## config.mk

```make
export PLATFORM = sky130hd
export DESIGN_NAME = snake_game_sequencer
export DESIGN_NICKNAME = d
export VERILOG_FILES = /design/src/rtl/snake_game_sequencer.sv
export SDC_FILE = /design/constraint.sdc
export NUM_CORES = 1
export LEC_CHECK = 0
export CORE_UTILIZATION = 55
export CTS_CLUSTER_DIAMETER = 80
export DETAILED_ROUTE_END_ITERATION = 6
export PLACE_DENSITY = 0.76
export REMOVE_ABC_BUFFERS = 1
export SETUP_SLACK_MARGIN = 0.1
export SKIP_CTS_REPAIR_TIMING = 1
export SLEW_MARGIN = 20
export SYNTH_ARGS = -nofsm -noshare
export SYNTH_HDL_FRONTEND = slang
export SYNTH_SLANG_ARGS = --single-unit
```

## constraint.sdc

```tcl
create_clock -name clk -period 2.3 [get_ports clk]
set_input_delay 0.345 -clock clk [delete_from_list [all_inputs] [get_ports clk]]
set_output_delay 0.345 -clock clk [all_outputs]
set_load 0.1 [all_outputs]
```

## src/rtl/snake_game_sequencer.sv

```systemverilog
// snake_game_sequencer
//   Game-flow controller for a snake game: menu -> stage banner -> wait for
//   first key -> play -> game over -> menu. It also provides a free-running
//   frame tick, a snake-move pulse at the selected speed, and the apple score.
//
// Ports
//   clk              in   system clock, all state on the rising edge
//   reset            in   asynchronous, active-high reset
//   num_1/2/3        in   difficulty select in the menu (num_1 highest priority)
//   esc              in   abort back to the menu from any other state
//   key_touched      in   any direction key pressed (starts play)
//   good_collision   in   snake head on an apple this cycle
//   bad_collision    in   snake head on a wall/body this cycle
//   inmenu/stage_show/ingame/game_over  out  one-hot state indicators
//   step             out  one-cycle move pulse, coincident with frame_tick
//   frame_tick       out  one-cycle pulse per frame
//   main_difficulty  out  move period in frames (10, 3 or 1)
//   score            out  apples eaten this game, saturating at 255
module snake_game_sequencer #(
  parameter int FRAME_DIV   = 840000,
  parameter int SHOW_FRAMES = 120,
  parameter int OVER_FRAMES = 180
) (
  input  logic       clk,
  input  logic       reset,
  input  logic       num_1,
  input  logic       num_2,
  input  logic       num_3,
  input  logic       esc,
  input  logic       key_touched,
  input  logic       good_collision,
  input  logic       bad_collision,
  output logic       inmenu,
  output logic       ingame,
  output logic       game_over,
  output logic       stage_show,
  output logic       step,
  output logic       frame_tick,
  output logic [3:0] main_difficulty,
  output logic [7:0] score
);

  localparam int CNT_W   = $clog2(FRAME_DIV);
  localparam int TMR_MAX = (SHOW_FRAMES > OVER_FRAMES) ? SHOW_FRAMES : OVER_FRAMES;
  localparam int TMR_W   = (TMR_MAX > 1) ? $clog2(TMR_MAX) : 1;

  localparam logic [CNT_W-1:0] CNT_LAST  = CNT_W'(FRAME_DIV - 1);
  localparam logic [TMR_W-1:0] SHOW_LAST = TMR_W'(SHOW_FRAMES - 1);
  localparam logic [TMR_W-1:0] OVER_LAST = TMR_W'(OVER_FRAMES - 1);

  typedef enum logic [2:0] {
    S_MENU,
    S_STAGE,
    S_WAIT,
    S_INGAME,
    S_OVER
  } state_t;

  state_t           r_state;
  state_t           w_next;
  logic [CNT_W-1:0] r_frame_cnt;
  logic [TMR_W-1:0] r_timer;
  logic [3:0]       r_step_cnt;
  logic [3:0]       r_difficulty;
  logic [7:0]       r_score;
  logic             r_frame_tick;
  logic             r_step;
  logic             r_inmenu;
  logic             r_stage_show;
  logic             r_ingame;
  logic             r_game_over;

  logic             w_tick_next;
  logic             w_any_num;
  logic [3:0]       w_step_base;
  logic [3:0]       w_step_inc;

  // frame_tick is registered, so the tick that will be visible next cycle is
  // decided now; step uses the same look-ahead so both pulses line up.
  assign w_tick_next = (r_frame_cnt == CNT_LAST);
  assign w_any_num   = num_1 | num_2 | num_3;

  // Timers count frame_tick cycles seen while in the state, so the state
  // changes on the edge that samples the last required tick.
  always_comb begin
    w_next = r_state;
    case (r_state)
      S_MENU: begin
        if (w_any_num) w_next = S_STAGE;
      end
      S_STAGE: begin
        if (esc)                                    w_next = S_MENU;
        else if (r_frame_tick && r_timer == SHOW_LAST) w_next = S_WAIT;
      end
      S_WAIT: begin
        if (esc)              w_next = S_MENU;
        else if (key_touched) w_next = S_INGAME;
      end
      S_INGAME: begin
        if (esc)                w_next = S_MENU;
        else if (bad_collision) w_next = S_OVER;
      end
      S_OVER: begin
        if (esc)                                    w_next = S_MENU;
        else if (r_frame_tick && r_timer == OVER_LAST) w_next = S_MENU;
      end
      default: w_next = S_MENU;
    endcase
  end

  // Move counter restarts from zero when play begins.
  always_comb begin
    w_step_base = (r_state == S_INGAME) ? r_step_cnt : 4'd0;
    w_step_inc  = w_step_base + 4'd1;
  end

  always_ff @(posedge clk or posedge reset) begin
    if (reset) begin
      r_state      <= S_MENU;
      r_frame_cnt  <= '0;
      r_frame_tick <= 1'b0;
      r_timer      <= '0;
      r_step_cnt   <= 4'd0;
      r_step       <= 1'b0;
      r_difficulty <= 4'd1;
      r_score      <= 8'd0;
      r_inmenu     <= 1'b1;
      r_stage_show <= 1'b0;
      r_ingame     <= 1'b0;
      r_game_over  <= 1'b0;
    end else begin
      r_frame_cnt  <= w_tick_next ? '0 : r_frame_cnt + 1'b1;
      r_frame_tick <= w_tick_next;

      r_state      <= w_next;
      r_inmenu     <= (w_next == S_MENU);
      r_stage_show <= (w_next == S_STAGE);
      r_ingame     <= (w_next == S_INGAME);
      r_game_over  <= (w_next == S_OVER);

      if (w_next != r_state)
        r_timer <= '0;
      else if (r_frame_tick && (r_state == S_STAGE || r_state == S_OVER))
        r_timer <= r_timer + 1'b1;

      // Only a selection made while in the menu is captured.
      if (r_state == S_MENU && w_any_num)
        r_difficulty <= num_1 ? 4'd10 : (num_2 ? 4'd3 : 4'd1);

      if (w_next == S_STAGE && r_state != S_STAGE)
        r_score <= 8'd0;
      else if (r_state == S_INGAME && good_collision && !bad_collision && r_score != 8'd255)
        r_score <= r_score + 8'd1;

      // Leaving play (bad collision or esc) suppresses the pulse that cycle.
      if (w_next == S_INGAME) begin
        if (w_tick_next) begin
          if (w_step_inc == r_difficulty) begin
            r_step     <= 1'b1;
            r_step_cnt <= 4'd0;
          end else begin
            r_step     <= 1'b0;
            r_step_cnt <= w_step_inc;
          end
        end else begin
          r_step     <= 1'b0;
          r_step_cnt <= w_step_base;
        end
      end else begin
        r_step     <= 1'b0;
        r_step_cnt <= 4'd0;
      end
    end
  end

  assign inmenu          = r_inmenu;
  assign stage_show      = r_stage_show;
  assign ingame          = r_ingame;
  assign game_over       = r_game_over;
  assign step            = r_step;
  assign frame_tick      = r_frame_tick;
  assign main_difficulty = r_difficulty;
  assign score           = r_score;

endmodule

```

==> flow_metrics.py <==
metrics = {
    "run_status": {
        "status": "completed",
    },
    "floorplanning": {
        "rows": 24,
        "ios": 27,
        "fp.dieH_um": 71.6,
        "fp.dieW_um": 71.6,
        "core_um2": 4500,
        "start_util": 0.592,
        "die-area_um2": 5130,
    },
    "routing": {
        "totalWireLength_um": 5020,
        "drc": 0,
        "first_iter_violations": 130,
        "via_count": 2075,
        "routed_via_density": 5.91,
        "post_drt_wl_per_cell_um": 14.3,
        "antenna_left": 0,
        "drtPass1Iterations": 4,
    },
    "final_layout": {
        "final_cell_mix": "dfrtp_1, nor2_1, nand2_1, buf_4, xnor2_1",
        "final_area_um2": 3060,
        "layout-drive-gt1-share": 0.140,
        "syn2layout_area_growth_pct": 14.9,
        "fillers": 356,
        "diodes": 0,
        "fin_nets": 311,
        "final_common_cell": "dfrtp_1",
    },
    "logic_synthesis": {
        "syn_area_um2": 2670,
        "synth_edf_count": 0,
        "synthTopCellsByArea": "dfrtp_1, xnor2_1, nor2_1",
        "synth_area_leader_cell": "dfrtp_1",
        "synthDominantCellAreaShare": 0.469,
        "syn_area_per_cell_um2": 9.92,
        "synth_warnings": 0,
        "seq_area_frac_synth": 0.489,
        "synth_top_flop_cell": "dfrtp_1",
        "async_reset_ff_frac": 1.00,
        "ys_types": 50,
        "syn_inst": 269,
        "ys_ff_latch": 52,
    },
    "sta": {
        "drv_slew": 0,
        "clock.fmax_ghz": 0.483,
        "slew_headroom": 0.555,
        "setup_viol": 0,
        "hold_viol": 0,
        "worst_slew_pin_slew_ns": 0.659,
        "rsz0062_at_grt": "no",
        "setup-tns-final_ns": 0,
        "skew_ns": 0.00249,
        "finalCritPeriodShare": 0.900,
        "min_period_ns": 2.07,
    },
    "clock_tree": {
        "cts_sinks": 52,
        "clkTransAtPathRegs_ns": 0.09,
        "cts_tree": "done",
        "numCtsBuffers": 5,
        "htreeDepth": 2,
        "clkLatencyLatePin_ns": 0.29,
        "cts_buffer_depth": 2,
        "root_buffer": "clkbuf_8",
    },
    "placed_design": {
        "portBuffers": 25,
        "place.gp.congestion": 0.851,
        "dpl.hpwl_um": 3560,
        "placed_area_um2": 2950,
    },
    "critical_path": {
        "arrival_ns": 2.25,
        "rrSetupSlack_ns": 0.23,
        "crit_path_end_kind": "register",
        "path_max_fanout": 9,
        "cp.required_ns": 2.48,
        "crit_path_start_kind": "register",
        "critPathKind": "reg -> reg",
    },
    "min_path": {
        "min_path_type": "in -> async",
    },
    "global_route": {
        "grt_max_degree": 53,
        "grt_pass1_vias": 1939,
        "overflow": 0,
        "antenna_found_initial": 0,
        "grt_use_total": 0.215,
        "grt_pass1_wl_um": 8720,
    },
    "power_and_ir_drop": {
        "p_per_area_nw_per_um2": 745,
        "leakage_nw": 1.37,
        "peakVddDrop_mv": 0.653,
    },
    "flow_run": {
        "maxCapViolCount": 0,
    },
}
==> state kept, by name, summed over array words and instances, names as in the netlist <==
register         flops
inmenu               1
score                8
frame_tick           1
ingame               1
stage_show           1
r_timer              8
main_difficulty      3
r_state              3
r_step_cnt           4
game_over            1
r_frame_cnt         20
step                 1
==> critical path: stages (launching register included) <==
cell	delay (ns)
dfrtp_1	0.50
and3b_1	0.26
and2_1	0.18
ha_1	0.32
xnor2_1	0.16
nand3_1	0.20
o211ai_1	0.23
a31oi_1	0.10
==> final timing paths <==
path	cells past startpoint	to	from
worst min register to register	1	r_frame_cnt[16]	r_frame_cnt[16]
worst min-delay path	3	score[5]	reset
worst max-delay path	7	r_step_cnt[3]	r_state[2]
min in group clk	1	r_frame_cnt[16]	r_frame_cnt[16]
worst max register to register	7	r_step_cnt[3]	r_state[2]
max in group asynchronous	3	main_difficulty[0]	reset
==> power breakdown <==
group / internal (mW) / switching, mW
combinational: 0.164 / 0.510
sequential: 0.973 / 0.0356
clock: 0.323 / 0.279
total: 1.46 / 0.825
==> cells in the mapped netlist (all sizes together), types with 4 or more instances <==
cell type	count
o21ai	7
nor2	31
nand2	28
dfrtp	50
nor2b	4
and2	4
inv	10
a21oi	6
xor2	13
and3	5
nand3	15
nand4	10
o211ai	8
clkbuf	5
ha	4
buf	4
a31oi	5
nor4b	4
xnor2	17
==> logic make-up after synthesis <==
logic type                 Yosys count  share of synthesized area
adders and majority gates            4                     0.0188
xor gates and xnor gates            31                      0.107
buffers and inverters               20                     0.0356
and+or+nand+nor                    122                      0.246
muxes                                3                     0.0113
other                                1                    0.00141
DFF                                 52                      0.489
AOI/OAI and AO/OA                   36                     0.0910
==> cell type report <==
cell class,count,area (um2),area share
Clock buffer,6,72.6,0.0237
Clock inverter,2,35.0,0.0114
Inverter,11,46.3,0.0151
Multi-Input combinational cell,197,1280,0.416
Sequential cell,52,1300,0.425
Tap cell,52,65.1,0.0212
Timing Repair Buffer,31,265,0.0866
==> stage by stage <==
step                      hold slack, ns  worst slack, ns  instances  power [mW]   util
final                              0.391            0.231        351        2.28  0.680
after global routing               0.429            0.111        351        2.38  0.680
after CTS                          0.405            0.224        351        2.31  0.679
after detailed placement           0.468           0.0251        343        1.70  0.655
after global placement             0.453            0.157        343        1.69  0.655
after floorplan                    0.411           0.0875        260        1.54      -
==> metal layers <==
| metal | GRT usage | up-vias | wire length (um) |
|---|---|---|---|
| li1 | - | 1004 | - |
| met1 | 0.292 | 1018 | 2390 |
| met2 | 0.354 | 47 | 2390 |
| met3 | 0.0422 | 6 | 190 |
| met4 | 0.0632 | 0 | 46 |
| met5 | 0 | - | 0 |
Power figures use the tool's default switching activity.
